File: src/rtl/ccc_lock_clken_gen.sv
// ccc_lock_clken_gen
// Lock-qualified clock-enable generator for a CCC/PLL output on the fabric global clock GL0.
// The asynchronous LOCK input is synchronised and then filtered. Once lock is stable, the
// block releases a downstream reset and produces per-channel divided clock enables.
//
// Optional feature: define CCC_LOCK_LOSS_COUNT_EN to add the 8-bit saturating LOSS_CNT output.
// LOSS_CNT counts RUN->LOST transitions.
//
// state       | meaning
// ------------+------------------------------------------------------------
// S_WAIT_LOCK | idle after reset or after a filter abort; waiting for lock_s
// S_FILTER    | counting consecutive lock_s-high cycles toward LOCK_FILT
// S_RUN       | locked: READY/FABRIC_RESET_N high, channel enables running
// S_LOST      | lock dropped while running; outputs held low until relock
module ccc_lock_clken_gen #(
    parameter int N_CH      = 2,
    parameter int DIV_W     = 8,
    parameter int LOCK_FILT = 16
) (
    input  logic                    GL0,
    input  logic                    RESET,
    input  logic                    LOCK,
    input  logic [N_CH*DIV_W-1:0]   DIV,
    input  logic                    DIV_LOAD,
    input  logic                    LOCK_LOST_CLR,
    output logic [N_CH-1:0]         CLKEN,
    output logic                    READY,
    output logic                    FABRIC_RESET_N,
    output logic                    LOCK_LOST
`ifdef CCC_LOCK_LOSS_COUNT_EN
    ,
    output logic [7:0]              LOSS_CNT
`endif
);

    localparam int FILT_W = $clog2(LOCK_FILT + 1);
    // The cycle that moves WAIT_LOCK/LOST into FILTER counts as the first lock_s-high
    // sample. RUN is therefore taken on the edge that sees the LOCK_FILT-th sample.
    localparam logic [FILT_W-1:0] FILT_LAST = FILT_W'(LOCK_FILT - 1);

    typedef enum logic [1:0] {
        S_WAIT_LOCK = 2'd0,
        S_FILTER    = 2'd1,
        S_RUN       = 2'd2,
        S_LOST      = 2'd3
    } state_t;

    state_t            state;
    state_t            state_nxt;
    logic [FILT_W-1:0] filt_cnt;
    logic [FILT_W-1:0] filt_nxt;

    logic lock_m;
    logic lock_s;

    logic run_now;
    logic run_nxt;
    logic lost_evt;

    logic [DIV_W-1:0] shadow     [N_CH];
    logic [DIV_W-1:0] ch_cnt     [N_CH];
    logic [DIV_W-1:0] ch_cnt_nxt [N_CH];
    logic [N_CH-1:0]  clken_nxt;

    // Two-flop synchroniser for the asynchronous PLL lock
    always_ff @(posedge GL0) begin
        if (RESET) begin
            lock_m <= 1'b0;
            lock_s <= 1'b0;
        end else begin
            lock_m <= LOCK;
            lock_s <= lock_m;
        end
    end

    // FSM state and lock-filter counter registers
    always_ff @(posedge GL0) begin
        if (RESET) begin
            state    <= S_WAIT_LOCK;
            filt_cnt <= '0;
        end else begin
            state    <= state_nxt;
            filt_cnt <= filt_nxt;
        end
    end

    // Next-state and filter-count decode
    always_comb begin
        state_nxt = state;
        filt_nxt  = filt_cnt;
        case (state)
            S_WAIT_LOCK: begin
                if (lock_s) begin
                    state_nxt = S_FILTER;
                    filt_nxt  = FILT_W'(1);
                end
            end
            S_FILTER: begin
                if (!lock_s) begin
                    state_nxt = S_WAIT_LOCK;
                    filt_nxt  = '0;
                end else if (filt_cnt >= FILT_LAST) begin
                    state_nxt = S_RUN;
                    filt_nxt  = '0;
                end else begin
                    filt_nxt  = filt_cnt + FILT_W'(1);
                end
            end
            S_RUN: begin
                filt_nxt = '0;
                if (!lock_s) begin
                    state_nxt = S_LOST;
                end
            end
            S_LOST: begin
                if (lock_s) begin
                    state_nxt = S_FILTER;
                    filt_nxt  = FILT_W'(1);
                end
            end
            default: begin
                state_nxt = S_WAIT_LOCK;
                filt_nxt  = '0;
            end
        endcase
    end

    assign run_now  = (state == S_RUN);
    assign run_nxt  = (state_nxt == S_RUN);
    assign lost_evt = run_now && (state_nxt == S_LOST);

    // Per-channel divide counters. Counting happens only while RUN is held across the edge.
    // Leaving RUN clears the counters, and so does a DIV_LOAD. This gives a phase-aligned
    // restart. The enable is computed from the pre-edge count so the pulse is registered.
    always_comb begin
        for (int k = 0; k < N_CH; k++) begin
            ch_cnt_nxt[k] = '0;
            clken_nxt[k]  = 1'b0;
            if (run_now && run_nxt && !DIV_LOAD && (shadow[k] != '0)) begin
                if (ch_cnt[k] == shadow[k] - DIV_W'(1)) begin
                    clken_nxt[k]  = 1'b1;
                    ch_cnt_nxt[k] = '0;
                end else begin
                    ch_cnt_nxt[k] = ch_cnt[k] + DIV_W'(1);
                end
            end
        end
    end

    // Shadow divide ratios, channel counters and registered clock enables
    always_ff @(posedge GL0) begin
        if (RESET) begin
            for (int k = 0; k < N_CH; k++) begin
                shadow[k] <= DIV_W'(1);
                ch_cnt[k] <= '0;
            end
            CLKEN <= '0;
        end else begin
            for (int k = 0; k < N_CH; k++) begin
                if (DIV_LOAD) begin
                    shadow[k] <= DIV[k*DIV_W +: DIV_W];
                end
                ch_cnt[k] <= ch_cnt_nxt[k];
            end
            CLKEN <= clken_nxt;
        end
    end

    // READY and the downstream reset are separate flops tracking the RUN state
    always_ff @(posedge GL0) begin
        if (RESET) begin
            READY          <= 1'b0;
            FABRIC_RESET_N <= 1'b0;
        end else begin
            READY          <= run_nxt;
            FABRIC_RESET_N <= run_nxt;
        end
    end

    // Sticky lock-lost flag; a new loss wins over a simultaneous clear
    always_ff @(posedge GL0) begin
        if (RESET) begin
            LOCK_LOST <= 1'b0;
        end else if (lost_evt) begin
            LOCK_LOST <= 1'b1;
        end else if (LOCK_LOST_CLR) begin
            LOCK_LOST <= 1'b0;
        end
    end

`ifdef CCC_LOCK_LOSS_COUNT_EN
    // Saturating count of RUN->LOST events; an increment wins over a simultaneous clear
    always_ff @(posedge GL0) begin
        if (RESET) begin
            LOSS_CNT <= 8'd0;
        end else if (lost_evt) begin
            if (LOSS_CNT != 8'hFF) begin
                LOSS_CNT <= LOSS_CNT + 8'd1;
            end
        end else if (LOCK_LOST_CLR) begin
            LOSS_CNT <= 8'd0;
        end
    end
`endif

endmodule

File: config.mk
export PLATFORM = sky130hd
export DESIGN_NAME = ccc_lock_clken_gen
export DESIGN_NICKNAME = d
export VERILOG_FILES = /design/src/rtl/ccc_lock_clken_gen.sv
export SDC_FILE = /design/constraint.sdc
export NUM_CORES = 1
export LEC_CHECK = 0
export CORE_MARGIN = 1
export CORE_UTILIZATION = 50
export DETAILED_ROUTE_END_ITERATION = 8
export PLACE_DENSITY = 0.72
export SLEW_MARGIN = 20
export SYNTH_ARGS = -nofsm -noshare
export SYNTH_HDL_FRONTEND = slang
export SYNTH_SLANG_ARGS = --single-unit
File: constraint.sdc
create_clock -name GL0 -period 6.1 [get_ports GL0]
set_input_delay 1.22 -clock GL0 [delete_from_list [all_inputs] [get_ports GL0]]
set_output_delay 1.22 -clock GL0 [all_outputs]
set_load 0.01 [all_outputs]
* Word level (Yosys, flattened, before mapping)
Memories as Yosys holds them, arrays and structs flattened.
Index checks and enable logic that the tools add are counted.
** Storage, ports and cells
- Bits in registers :: 13
- Bits in latches :: 0
- RAM bits :: 32
- Bits in read-only memories :: 0
- Word-level logic and storage cells :: 70
- Memories :: 2
** Operators by class
- Add/sub/neg operators :: 5
- $mul :: 0
- Div/mod/pow operators :: 0
- Magnitude comparators :: 1
- Eq/ne operators :: 8
- Shift-type cells :: 0
- Mux-type cells :: 27
- Bitwise logic cells :: 6
- Reduce and logical (&&, ||, !) cells :: 13
** Memory list
- ch_cnt :: words 2, bits a word 8, rd ports 2, clocked after memory_dff 0, wr ports 2, RTL line 61 : logic [DIV_W-1:0] ch_cnt [N_CH];
- shadow :: words 2, bits a word 8, rd ports 2, clocked after memory_dff 0, wr ports 2, RTL line 60 : logic [DIV_W-1:0] shadow [N_CH];
** Operator list (number)
- $mux 8 :: 8
- $add 8x1->8 const B :: 2
- $eq 8x8->1 :: 2
- $reduce_bool 8->1 :: 2
- $sub 8x1->8 const B :: 2
- $mux 5 :: 3
- $pmux 5 s3 :: 1
- $mux 1 :: 10
- $eq 2x2->1 const B :: 4
- $mux 2 :: 4
- $pmux 2 s3 :: 1
- $reduce_or 2->1 :: 3
- $add 5x1->5 const B :: 1
- $ge 5x4->1 const B :: 1
- $logic_and 1x1->1 :: 5
- $or 1x1->1 :: 4
- $eq 2x1->1 const B :: 1
- $logic_not 2->1 :: 1
- $ne 2x1->1 const B :: 1
- $not 1->1 :: 2
- $reduce_bool 2->1 :: 1
- $logic_not 1->1 :: 1

* Depth between registers and ports, before layout
- Word-level depth :: 10
- Gate-level depth with buffers :: 8
- Gate-level depth less buffers :: 8

* Worst setup path after synthesis
Ideal clock, no wire load.
- Path kind :: input to register
- Start :: in RESET
- End :: mem shadow[1][5] (netlist: shadow[0][13]) (data pin)
- Setup time :: 255 ps
- Data arrival time :: 1922 ps
- Data required time :: 5845 ps
- Setup slack :: 3923 ps
- Stages on the path :: 4
- Buffers on the path :: 2
- Path through :: clkbuf_1 -> nor2b_1 -> clkbuf_1 -> and2_1
** RTL lines
- start: declaration :: RTL line 21 : input logic RESET,
- end: declaration :: RTL line 60

==> results.toml <==
[global_routing]
gr-usage-all-layers = 0.189
grt_first_pass_wirelength_um = 7580
met1_usage = 0.274
grtUsageMet2 = 0.285
grt_antenna_before_repair = 0
grt.busiest_layer = "met2"
grt_pass1_vias = 1686
gr-usage-met3 = 0.0422
grt_max_degree = 17
grt.overflow.total = 0

[clock_network]
cts.sinks = 45
cts_tree = "done"
clk_pin_slew_worst_paths_ns = 0.08
cts_max_path_buffers = 2
cts_root_buf = "clkbuf_8"
h-tree-depth = 2
cts-buffers-inserted = 5
postCtsHoldBufs = 0
cts_setup_buffers = 0
cts_resized = 0
clkLatencyLatePin_ns = 0.30

[synthesis]
synth-edff-count = 16
syn_nets = 272
synthDistinctLibCells = 53
synth_area_mm2 = 0.00241
synthArstFlopShare = 0
synth_cells = 243
synth-seq-cells = 45
seq_area_frac_synth = 0.441
ys.flop_type = "dfxtp_1"
ys_warn_count = 0
syn_area_per_cell_um2 = 9.90

[layout]
area_growth_pct = 15.3
nNetsFinal = 297
drive_gt1_frac = 0.0706
instances_no_fill = 321
diodes = 0
design_area_mm2 = 0.00278
n_fill_cell = 385

[placed_design]
port_buffers = 25
place_congestion = 0.806
placed_cell_area_mm2 = 0.00269
dp_slack_ns = 3.07
place_hpwl_um = 3190
placed_cells = 313

[status]
status = "finished, violations left"
violations = "design-rule violations"

[floorplanning]
die_y_um = 71.4
core_mm2 = 0.00447
rows = 24
pin_count = 26
dieArea_mm2 = 0.00509
die_x_um = 71.4
initial_core_util = 0.538

[power]
pwr_density_cell_mw_per_mm2 = 222
swShare = 0.267
p_clk_frac = 0.292
total_leakage_power_nw = 0.994
p_comb_frac = 0.159
p_int_mw = 0.452
ir_worst_vdd_mv = 0.178
seq_power_share = 0.548
power_switching_mw = 0.164
finalPower_mw = 0.616

[timing]
relSlewSlack = 0.406
post-route-period-util = 0.448
finalMaxSlewViolations = 0
finalHoldViolCount = 0
fmax_mhz = 366
setup_total_negative_slack_ns = 0
clock_skew_ns = 0.0106
period_needed_ns = 2.73
worst_slack_ns = 3.37
tightest_slew_ns = 0.890
rsz0062_at_grt = "no"
setup_viol = 0

[drt]
routed_wl_um = 4320
drc_errors = 1
ant_nets = 0
first_iter_violations = 123
vias_per_cell = 5.46
vias = 1753
first_pass_iters = 6
wl_per_cell_um = 13.4

[critical_path]
cp_num_buf_inv = 1
path_delay_family = "simple AND/OR/NAND/NOR gates"
arrival_ns = 2.94
crit_type = "input port to flop"
worst_setup_path_end_kind = "flop"
startpoint_type = "input port"
path_cells = "clkdlybuf4s50_1 > a311oi_1 > a31o_2 > nand4_1 > nor3_1"
cp_slowest_cell = "clkdlybuf4s50_1"
max_stage_delay_ns = 0.60
path_max_fanout = 12
cp.required_ns = 6.31

[flow_run]
maxCapViolations = 0

[hold_path]
worst_hold_path_type = "flop to flop"
## cells in the mapped netlist (all sizes together) (2+ instances only)
library cell	n	area share
dfxtp	29	0.24
o211a	2	0.0083
nand2	10	0.016
nor4b	2	0.0073
nand3b	2	0.0062
or2	4	0.010
a211oi	2	0.014
ha	8	0.042
mux2i	2	0.0083
nor4	2	0.011
nor3	17	0.037
or3b	2	0.0073
a22oi	2	0.0062
xnor2	13	0.047
nand3	12	0.025
o21ai	5	0.010
nand4	3	0.0078
a311oi	2	0.0073
nor2	16	0.025
a21oi	3	0.0062
buf	3	0.0073
nand4b	2	0.0073
nand2b	4	0.010
nor2b	7	0.018
inv	11	0.017
and3	2	0.0052
and2	17	0.044
xor2	16	0.058
o22ai	3	0.0078
nor3b	4	0.012
clkbuf	4	0.0062
edfxtp	16	0.20
## logic make-up after synthesis
kind of cell,count (synthesis),share of synthesized area
flip-flops,45,0.441
multiplexers,2,0.00832
adder cells (fa/ha/maj),8,0.0416
buffers and inverters,18,0.0307
XOR/XNOR,29,0.106
AND/OR/NAND/NOR,112,0.275
AO/OA/AOI/OAI,29,0.0978
## power by group through the flow
stage                     logic (mW)  registers [mW]  clock network (mW)
after floorplan               0.0702           0.341                   0
after global placement        0.0965           0.345                   0
after detailed placement      0.0969           0.345                   0
after CTS                     0.0976           0.338               0.188
after global routing           0.108           0.340               0.199
final                         0.0981           0.338               0.180
## worst reg2reg max path: stages (launching register included)
cell	delay (ns)
dfxtp_1	0.36
ha_1	0.23
and3_1	0.19
ha_1	0.19
nand4bb_1	0.29
o22ai_1	0.28
o21ai_0	0.26
nand4_1	0.38
nor3_1	0.11
## sequential cells by signal, summed over array words and instances (netlist names)
register        cells
FABRIC_RESET_N      1
LOCK_LOST           1
filt_cnt            5
state               2
lock_m              1
CLKEN               2
shadow             16
lock_s              1
ch_cnt             16
## cell type report
type / count / area [um2] / area share
multi-input combinational: 180 / 1270 / 0.458
inverter: 11 / 41.3 / 0.0149
timing repair buffer: 25 / 250 / 0.0902
sequential: 45 / 1060 / 0.382
tap: 52 / 65.1 / 0.0234
clock buffer: 5 / 68.8 / 0.0248
clock inverter: 3 / 17.5 / 0.00631
## per-stage QoR
step           hold WS, ns  utilization
2_1_floorplan        0.414            -
3_3_place_gp         0.419        0.601
3_5_place_dp         0.436        0.601
4_1_cts              0.456        0.620
5_1_grt              0.473        0.620
6_report             0.447        0.620
## worst paths after layout
kind	start	end	slack, ns	depth (start not counted)
max	RESET	ch_cnt[0][14]$_SDFF_PP0_	3.37	5
min	lock_m$_SDFF_PP0_	lock_s$_SDFF_PP0_	0.45	1
max reg2reg	filt_cnt[0]$_SDFFE_PP0P_	ch_cnt[0][14]$_SDFF_PP0_	3.70	8
min reg2reg	lock_m$_SDFF_PP0_	lock_s$_SDFF_PP0_	0.45	1
## cells in the final DEF (no fill, tap or decap), types with 3 or more instances in the layout
cell / count
inv_1: 11
nor2b_1: 7
o21ai_0: 5
dfxtp_1: 29
nand4_1: 3
nand3_1: 12
nor2_1: 16
or2_2: 4
and2_1: 17
nor3b_1: 4
xor2_1: 16
edfxtp_1: 16
nor3_1: 16
clkbuf_8: 5
xnor2_1: 13
ha_1: 8
nand2b_1: 4
clkdlybuf4s50_1: 25
o22ai_1: 3
a21oi_1: 3
nand2_1: 10
## metal layers
layer | routed length [um] | vias up
met2 | 1860 | 37
met4 | 33 | 0
met1 | 2240 | 800
met5 | 0 | -
li1 | - | 912
met3 | 189 | 4
(Power assumes the default switching activity.)
